===== config.mk =====
export PLATFORM = sky130hd
export DESIGN_NAME = crc_read_controller_flat
export DESIGN_NICKNAME = d
export VERILOG_FILES = /design/src/rtl/crc_read_controller_if.sv /design/src/rtl/crc_read_controller.sv /design/src/flat_wrapper.sv
export SDC_FILE = /design/constraint.sdc
export NUM_CORES = 1
export LEC_CHECK = 0
export CORE_MARGIN = 5
export CORE_UTILIZATION = 50
export CTS_CLUSTER_DIAMETER = 60
export DETAILED_ROUTE_END_ITERATION = 10
export GPL_ROUTABILITY_DRIVEN = 0
export GPL_TIMING_DRIVEN = 0
export PLACE_DENSITY = 0.8
export SKIP_LAST_GASP = 1
export SLEW_MARGIN = 20
export SYNTH_ARGS = -nofsm -noshare
export SYNTH_HDL_FRONTEND = slang
export SYNTH_SLANG_ARGS = --single-unit

===== constraint.sdc =====
create_clock -name clk -period 1.9 [get_ports clk]
set_input_delay 0.38 -clock clk [delete_from_list [all_inputs] [get_ports clk]]
set_output_delay 0.38 -clock clk [all_outputs]
set_load 0.005 [all_outputs]

===== src/rtl/crc_read_controller_if.sv =====
// Handshake and status bundle between a read requester and the CRC read controller.
// Ports: read/syndrome_zero from the requester and checker; strobes, busy/valid and
// crc_error/err_cnt status back from the controller.
interface crc_read_controller_if;
    logic       read;
    logic       syndrome_zero;
    logic       read_mem_en;
    logic       load_en;
    logic       shift_en;
    logic       read_busy;
    logic       read_valid;
    logic       crc_error;
    logic [7:0] err_cnt;

    modport master (
        output read,
        output syndrome_zero,
        input  read_mem_en,
        input  load_en,
        input  shift_en,
        input  read_busy,
        input  read_valid,
        input  crc_error,
        input  err_cnt
    );

    modport slave (
        input  read,
        input  syndrome_zero,
        output read_mem_en,
        output load_en,
        output shift_en,
        output read_busy,
        output read_valid,
        output crc_error,
        output err_cnt
    );
endinterface


===== src/rtl/crc_read_controller.sv =====
// Sequences one memory read through a serial CRC checker: fetch, load, shift
// DATA_W+CRC_W bits, check the syndrome, then report.
// Ports: clk, rst (sync, active high), bus (slave side of crc_read_controller_if):
//   read, syndrome_zero in; read_mem_en, load_en, shift_en, read_busy,
//   read_valid, crc_error, err_cnt out.
module crc_read_controller #(
    parameter int DATA_W = 32,
    parameter int CRC_W  = 8
) (
    input logic                 clk,
    input logic                 rst,
    crc_read_controller_if.slave bus
);
    localparam int N     = DATA_W + CRC_W;
    localparam int CNT_W = $clog2(N + 1);
    localparam logic [CNT_W-1:0] LAST = CNT_W'(N - 1);

    typedef enum logic [2:0] {
        IDLE,
        FETCH,
        LOAD,
        SHIFT,
        CHECK,
        DONE
    } state_t;

    state_t           state;
    state_t           state_next;
    logic [CNT_W-1:0] cnt;
    logic [CNT_W-1:0] cnt_next;
    logic             pending;
    logic             pending_next;
    logic             crc_error_q;
    logic [7:0]       err_cnt_q;

    logic             mem_en;
    logic             ld_en;
    logic             sh_en;
    logic             busy;
    logic             valid;

    always_ff @(posedge clk) begin
        if (rst) begin
            state   <= IDLE;
            cnt     <= '0;
            pending <= 1'b0;
        end else begin
            state   <= state_next;
            cnt     <= cnt_next;
            pending <= pending_next;
        end
    end

    // Result registers only move on the closing edge of CHECK, so the
    // last result stays visible until the next DONE.
    always_ff @(posedge clk) begin
        if (rst) begin
            crc_error_q <= 1'b0;
            err_cnt_q   <= 8'd0;
        end else if (state == CHECK) begin
            crc_error_q <= ~bus.syndrome_zero;
            if (!bus.syndrome_zero && err_cnt_q != 8'hFF) begin
                err_cnt_q <= err_cnt_q + 8'd1;
            end
        end
    end

    always_comb begin
        state_next   = state;
        cnt_next     = cnt;
        pending_next = pending;
        mem_en       = 1'b0;
        ld_en        = 1'b0;
        sh_en        = 1'b0;
        valid        = 1'b0;
        busy         = (state != IDLE);

        // One-deep queue: a request arriving mid-transaction is remembered;
        // a request while one is already remembered is dropped. DONE
        // consumes the request directly instead of queueing it.
        if (bus.read && state != IDLE && state != DONE) begin
            pending_next = 1'b1;
        end

        unique case (state)
            IDLE: begin
                if (bus.read) begin
                    state_next = FETCH;
                end
            end
            FETCH: begin
                mem_en     = 1'b1;
                state_next = LOAD;
            end
            LOAD: begin
                ld_en      = 1'b1;
                cnt_next   = '0;
                state_next = SHIFT;
            end
            SHIFT: begin
                sh_en = 1'b1;
                if (cnt == LAST) begin
                    state_next = CHECK;
                end else begin
                    cnt_next = cnt + 1'b1;
                end
            end
            CHECK: begin
                state_next = DONE;
            end
            DONE: begin
                valid = 1'b1;
                if (pending) begin
                    pending_next = 1'b0;
                    state_next   = FETCH;
                end else if (bus.read) begin
                    state_next = FETCH;
                end else begin
                    state_next = IDLE;
                end
            end
            default: begin
                state_next = IDLE;
            end
        endcase
    end

    assign bus.read_mem_en = mem_en;
    assign bus.load_en     = ld_en;
    assign bus.shift_en    = sh_en;
    assign bus.read_busy   = busy;
    assign bus.read_valid  = valid;
    assign bus.crc_error   = crc_error_q;
    assign bus.err_cnt     = err_cnt_q;
endmodule


===== src/flat_wrapper.sv =====
// flat-port wrapper written by rule: the top's interface ports become plain ports
module crc_read_controller_flat 
#(
    parameter int DATA_W = 32,
    parameter int CRC_W  = 8
)
  (clk, rst, bus_read, bus_syndrome_zero, bus_read_mem_en, bus_load_en, bus_shift_en, bus_read_busy, bus_read_valid, bus_crc_error, bus_err_cnt);
  crc_read_controller_if bus_i ();
  input logic clk;
  input logic rst;
  input wire logic [$bits(bus_i.read)-1:0] bus_read;
  input wire logic [$bits(bus_i.syndrome_zero)-1:0] bus_syndrome_zero;
  output wire logic [$bits(bus_i.read_mem_en)-1:0] bus_read_mem_en;
  output wire logic [$bits(bus_i.load_en)-1:0] bus_load_en;
  output wire logic [$bits(bus_i.shift_en)-1:0] bus_shift_en;
  output wire logic [$bits(bus_i.read_busy)-1:0] bus_read_busy;
  output wire logic [$bits(bus_i.read_valid)-1:0] bus_read_valid;
  output wire logic [$bits(bus_i.crc_error)-1:0] bus_crc_error;
  output wire logic [$bits(bus_i.err_cnt)-1:0] bus_err_cnt;
  assign bus_i.read = bus_read;
  assign bus_i.syndrome_zero = bus_syndrome_zero;
  assign bus_read_mem_en = bus_i.read_mem_en;
  assign bus_load_en = bus_i.load_en;
  assign bus_shift_en = bus_i.shift_en;
  assign bus_read_busy = bus_i.read_busy;
  assign bus_read_valid = bus_i.read_valid;
  assign bus_crc_error = bus_i.crc_error;
  assign bus_err_cnt = bus_i.err_cnt;
  crc_read_controller #(.DATA_W(DATA_W), .CRC_W(CRC_W)) u_core (.clk(clk), .rst(rst), .bus(bus_i));
endmodule

### Word level (Yosys, flattened, before mapping)

Index checks and enable logic that the tools add are counted.

* bits in registers: 19
* word-level logic and storage cells: 43
* output and inout port bits: 14
* input bits: 4

* mux-type cells: 14
* reduce and logical (&&, ||, !) cells: 10
* equality and inequality tests: 11
* add/sub/neg operators: 2
* bitwise logic cells: 1

Operators with widths (count)
* $pmux 3 s6: 1
* $pmux 6 s2: 1
* $mux 3: 3
* $add 8x1->8 const B: 1
* $mux 1: 8
* $ne 8x8->1 const B: 1
* $add 6x1->6 const B: 1
* $eq 3x2->1 const B: 2
* $eq 3x3->1 const B: 2
* $eq 6x6->1 const B: 1
* $mux 6: 1
* $reduce_and 2->1: 3
* $ne 2x2->1 const B: 2
* $eq 3x1->1 const B: 1
* $logic_and 1x1->1: 3
* $logic_not 3->1: 1
* $ne 3x3->1 const B: 1
* $reduce_bool 3->1: 1
* $ne 2x1->1 const B: 1
* $reduce_bool 2->1: 1
* $logic_not 1->1: 1
* $not 1->1: 1

### Depth between registers and ports, before layout

Gate-level depths: netlist of run 1.

* depth in word-level cells: 6
* mapped depth: 5
* depth with buffers taken out: 5

### Least setup slack after synthesis of run 1

Ideal clock, no wire load.

* path kind: register -> register
* from: register u_core.cnt[0]
* to: register u_core.cnt[0]
* stages on the path, launching flop included: 6
* required time: 1.799 ns
* slack: 0.340 ns
* data arrival time: 1.459 ns
* clock period less this slack: 1.560 ns
* path buffers: 0
* setup time: 0.101 ns
* cells stage by stage: dfxtp_1 ha_1 and4bb_2 a21oi_1 or4b_2 o41ai_1

* cells in the longest elaborated chain, start to end: 3
* elaborated cells between the ends (all ways): 6
* classes of those cells: add/sub: 1; eq/ne: 2; mux: 2; reduce/logical: 1

Ends and longest elaborated chain
* start, declared: RTL line crc_read_controller.sv:29 `logic [CNT_W-1:0] cnt;`
* start signal, assigned: RTL line crc_read_controller.sv:49 `cnt <= cnt_next;`
* $add 6x1->6 / $eq 6x6->1 (equally long branches): RTL line crc_read_controller.sv:105, crc_read_controller.sv:102
* $mux 6 / $ne 2x2->1 (equally long branches)
* $pmux 6 s2 / $reduce_and 2->1 (equally long branches)

Several ways; a longest one is shown, not always the timed one. The select of a mux whose other input is x is not followed.
A chain may end at the register's enable or synchronous reset.

### Worst setup path after layout of run 1

* from: register u_core.state[2]
* to: output port bus_read_busy

* cells in the longest elaborated chain, start to end: 1

Ends and longest elaborated chain
* start, declared: RTL line crc_read_controller.sv:27 `state_t state;`
* start signal, assigned: RTL line crc_read_controller.sv:48 `state <= state_next;`
* $reduce_bool 3->1: RTL line crc_read_controller.sv:76 `busy = (state != IDLE);`
* end, declared: RTL line flat_wrapper.sv:16 `output wire logic [$bits(bus_i.read_busy)-1:0] bus_read_busy;`

No other way between the ends.

==> flow_metrics.py, run 1 <==
metrics = {
    "synthesis": {
        "synth.cell_area_um2": 955,
        "synth_top_family_by_area": "simple AND/OR/NAND/NOR gates",
        "synth_nets": 109,
        "ys_top_cells_by_area": "dfxtp_1 40%, nor2_1 5.1%, xor2_1 3.7%",
        "syn_avg_cell_area_um2": 9.27,
        "synth-xor-area-share_pct": 5.50,
        "synth_cell_type_count": 43,
        "seq_area_frac_synth_pct": 39.8,
        "synth_compound_area_share_pct": 11.9,
        "yosysWarnings": 0,
        "ys_ff_latch": 19,
        "synthSimpleGateAreaFrac_pct": 33.9,
        "syn_inst": 103,
        "synthMuxAreaShare_pct": 2.62,
        "yosys.area.top_type": "dfxtp_1",
        "synthAdderAreaFrac_pct": 2.62,
        "synth_top_cell_area_share_pct": 39.8,
    },
    "cts": {
        "cts_tree": "done",
        "cts_htree_levels": 1,
        "clk_pin_slew_ps": 110,
        "clockRootBuffer": "clkbuf_4",
        "clock_path_buffers": 2,
        "clock_latency_ps": 300,
        "cts.sinks": 19,
        "numCtsBuffers": 3,
    },
    "timing": {
        "fin_crit_sh_pct": 95.8,
        "rsz0062_at_grt": "false",
        "slew_violations": 0,
        "fmax_mhz": 549,
        "period_needed_ps": 1820,
        "finalSetupViolCount": 0,
        "worst_slack_ps": 79.8,
        "fin_tns_setup_ps": 0,
        "slew_headroom_pct": 68.2,
        "worst_slew_pin_slew_ps": 478,
        "hold_ws_ps": 495,
        "skew_ps": 1.34,
        "final_hold_viol_count": 0,
    },
    "setup_path": {
        "cp-end-kind": "output pin",
        "crit_chain": "clkbuf_8, or3_2, clkbuf_2",
        "crit_family": "simple AND/OR/NAND/NOR gates",
        "critPathKind": "reg2out",
        "slowest_stage": "or3_2",
        "cp_num_buf_inv": 2,
        "max_stage_delay_ps": 490,
        "cp_max_fo": 10,
        "cp.required_ps": 1520,
        "critPathArrivalTime_ps": 1440,
        "cp-start-kind": "flop",
    },
    "die": {
        "io-pin-count": 18,
        "die_h_um": 53.7,
        "die_x_um": 53.7,
        "die_area_mm2": 0.00288,
        "rows": 15,
        "initial_core_util_pct": 54.1,
        "core-area_mm2": 0.00176,
    },
    "placed_design": {
        "dpl_cell_area_mm2": 0.00115,
        "pre_cts_ws_ps": -149,
        "place_inst": 144,
        "portBuffers": 16,
        "dp_hpwl_um": 1450,
    },
    "final_layout": {
        "fillers": 145,
        "antenna_cells": 0,
        "layout_commonest_cell": "dfxtp_1",
        "layout_common_cells": "17 x dfxtp_1, 13 x nor2_1, 11 x clkdlybuf4s50_1",
        "design_area_mm2": 0.00123,
        "multi_input_area_um2": 552,
        "drive_above_1_share_pct": 21.3,
        "stdcell_count": 152,
        "syn_to_final_growth_pct": 28.8,
        "nets": 134,
        "register_area_um2": 385,
        "final_util_pct": 69.7,
    },
    "route": {
        "dr.pass1.iters": 4,
        "ant_nets": 0,
        "via_per_inst": 5.68,
        "drtIter0Drc": 16,
        "via_count": 864,
        "drc": 0,
        "routed_wl_um": 2150,
        "wl_per_cell_um": 14.2,
    },
    "worst_hold_path": {
        "hp-class": "in2reg",
    },
    "power": {
        "vdd_drop_max_uv": 547,
        "power.leakage_nw": 0.502,
        "pwr_density_cell_mw_per_mm2": 561,
        "power.total_mw": 0.690,
    },
    "global_routing": {
        "antenna_found_initial": 0,
        "grt_max_degree": 11,
        "gr-total-overflow": 0,
        "grt_pass1_vias": 792,
        "grt_pass1_wl_um": 3600,
        "grt_usage_pct": 17.5,
    },
    "job": {
        "drv_cap": 0,
    },
    "run_status": {
        "status": "completed",
    },
}
-- flip-flops by register name, summed over array words and instances (netlist names) --
signal,count
u_core.bus.err_cnt,8
u_core.cnt,6
u_core.state,3
u_core.bus.crc_error,1
u_core.pending,1
-- timing repair --
action                     CTS  global route
resized for setup           12             5
buffers inserted             2             2
setup endpoints to repair    4             3
hold buffers                 0             0
-- cell type report --
class	count	share of cell area (%)
Inverter	2	0.610
Timing Repair Buffer	20	15.3
Buffer	5	3.26
Tap cell	25	2.54
Clock buffer	4	2.14
Sequential cell	19	31.3
Multi-Input combinational cell	77	44.9
-- layer usage --
metal,wire [µm],global-route usage [%]
met1,995,22.1
met2,1030,26.6
met3,57,4.71
met4,68,10.2
met5,0,0
-- cells in the mapped netlist, drive strengths merged --
| cell type | instances |
|---|---|
| dfxtp | 19 |
| nor2 | 13 |
| a21oi | 6 |
| nand3 | 5 |
| clkbuf | 4 |
| nand2 | 4 |
| nor3 | 4 |
| xor2 | 4 |
| a211oi | 3 |
| a31oi | 2 |
| and3 | 2 |
| and4 | 2 |
| ha | 2 |
| inv | 2 |
| nand4b | 2 |
| nor4 | 2 |
| nor4b | 2 |
| o211ai | 2 |
| o21ai | 2 |
| or3 | 2 |
| xnor2 | 2 |
| and2 | 1 |
| and2b | 1 |
| and3b | 1 |
| and4b | 1 |
| and4bb | 1 |
| buf | 1 |
| mux2 | 1 |
| mux2i | 1 |
| nand3b | 1 |
| nand4 | 1 |
| nor3b | 1 |
| o21a | 1 |
| o21bai | 1 |
| o41ai | 1 |
| or2 | 1 |
| or3b | 1 |
| or4b | 1 |
-- worst paths after layout --
| check | slack [ps] | startpoint | end | cells past startpoint |
|---|---|---|---|---|
| max | 80 | u_core.state[2]$_SDFFE_PP0P_ | bus_read_busy | 3 |
| min | 490 | rst | u_core.state[1]$_SDFFE_PP0P_ | 2 |
| max reg2reg | 160 | u_core.cnt[0]$_SDFFE_PP0P_ | u_core.cnt[0]$_SDFFE_PP0P_ | 5 |
| min reg2reg | 510 | u_core.bus.crc_error$_SDFFE_PP0P_ | u_core.bus.crc_error$_SDFFE_PP0P_ | 2 |
-- logic make-up after synthesis --
family | Yosys count
mux | 2
flops | 19
simple gates | 49
fa+ha+maj | 2
buf+inv | 7
xor+xnor | 6
compound gates | 18
-- report_power, final --
| part | total [mW] | switching (mW) | internal [mW] |
|---|---|---|---|
| clock network | 0.208 | 0.126 | 0.0819 |
| registers | 0.410 | 0.00561 | 0.404 |
| logic | 0.0720 | 0.0381 | 0.0340 |
| total | 0.690 | 0.170 | 0.520 |
Note: power is estimated with default switching activity, not from simulation.
==> run 2, diff against run 1 <==
- CAP_MARGIN: unset -> 20
==> results of run 2 <==
Same layout as run 1: the final DEF is identical, and so are final timing and power.
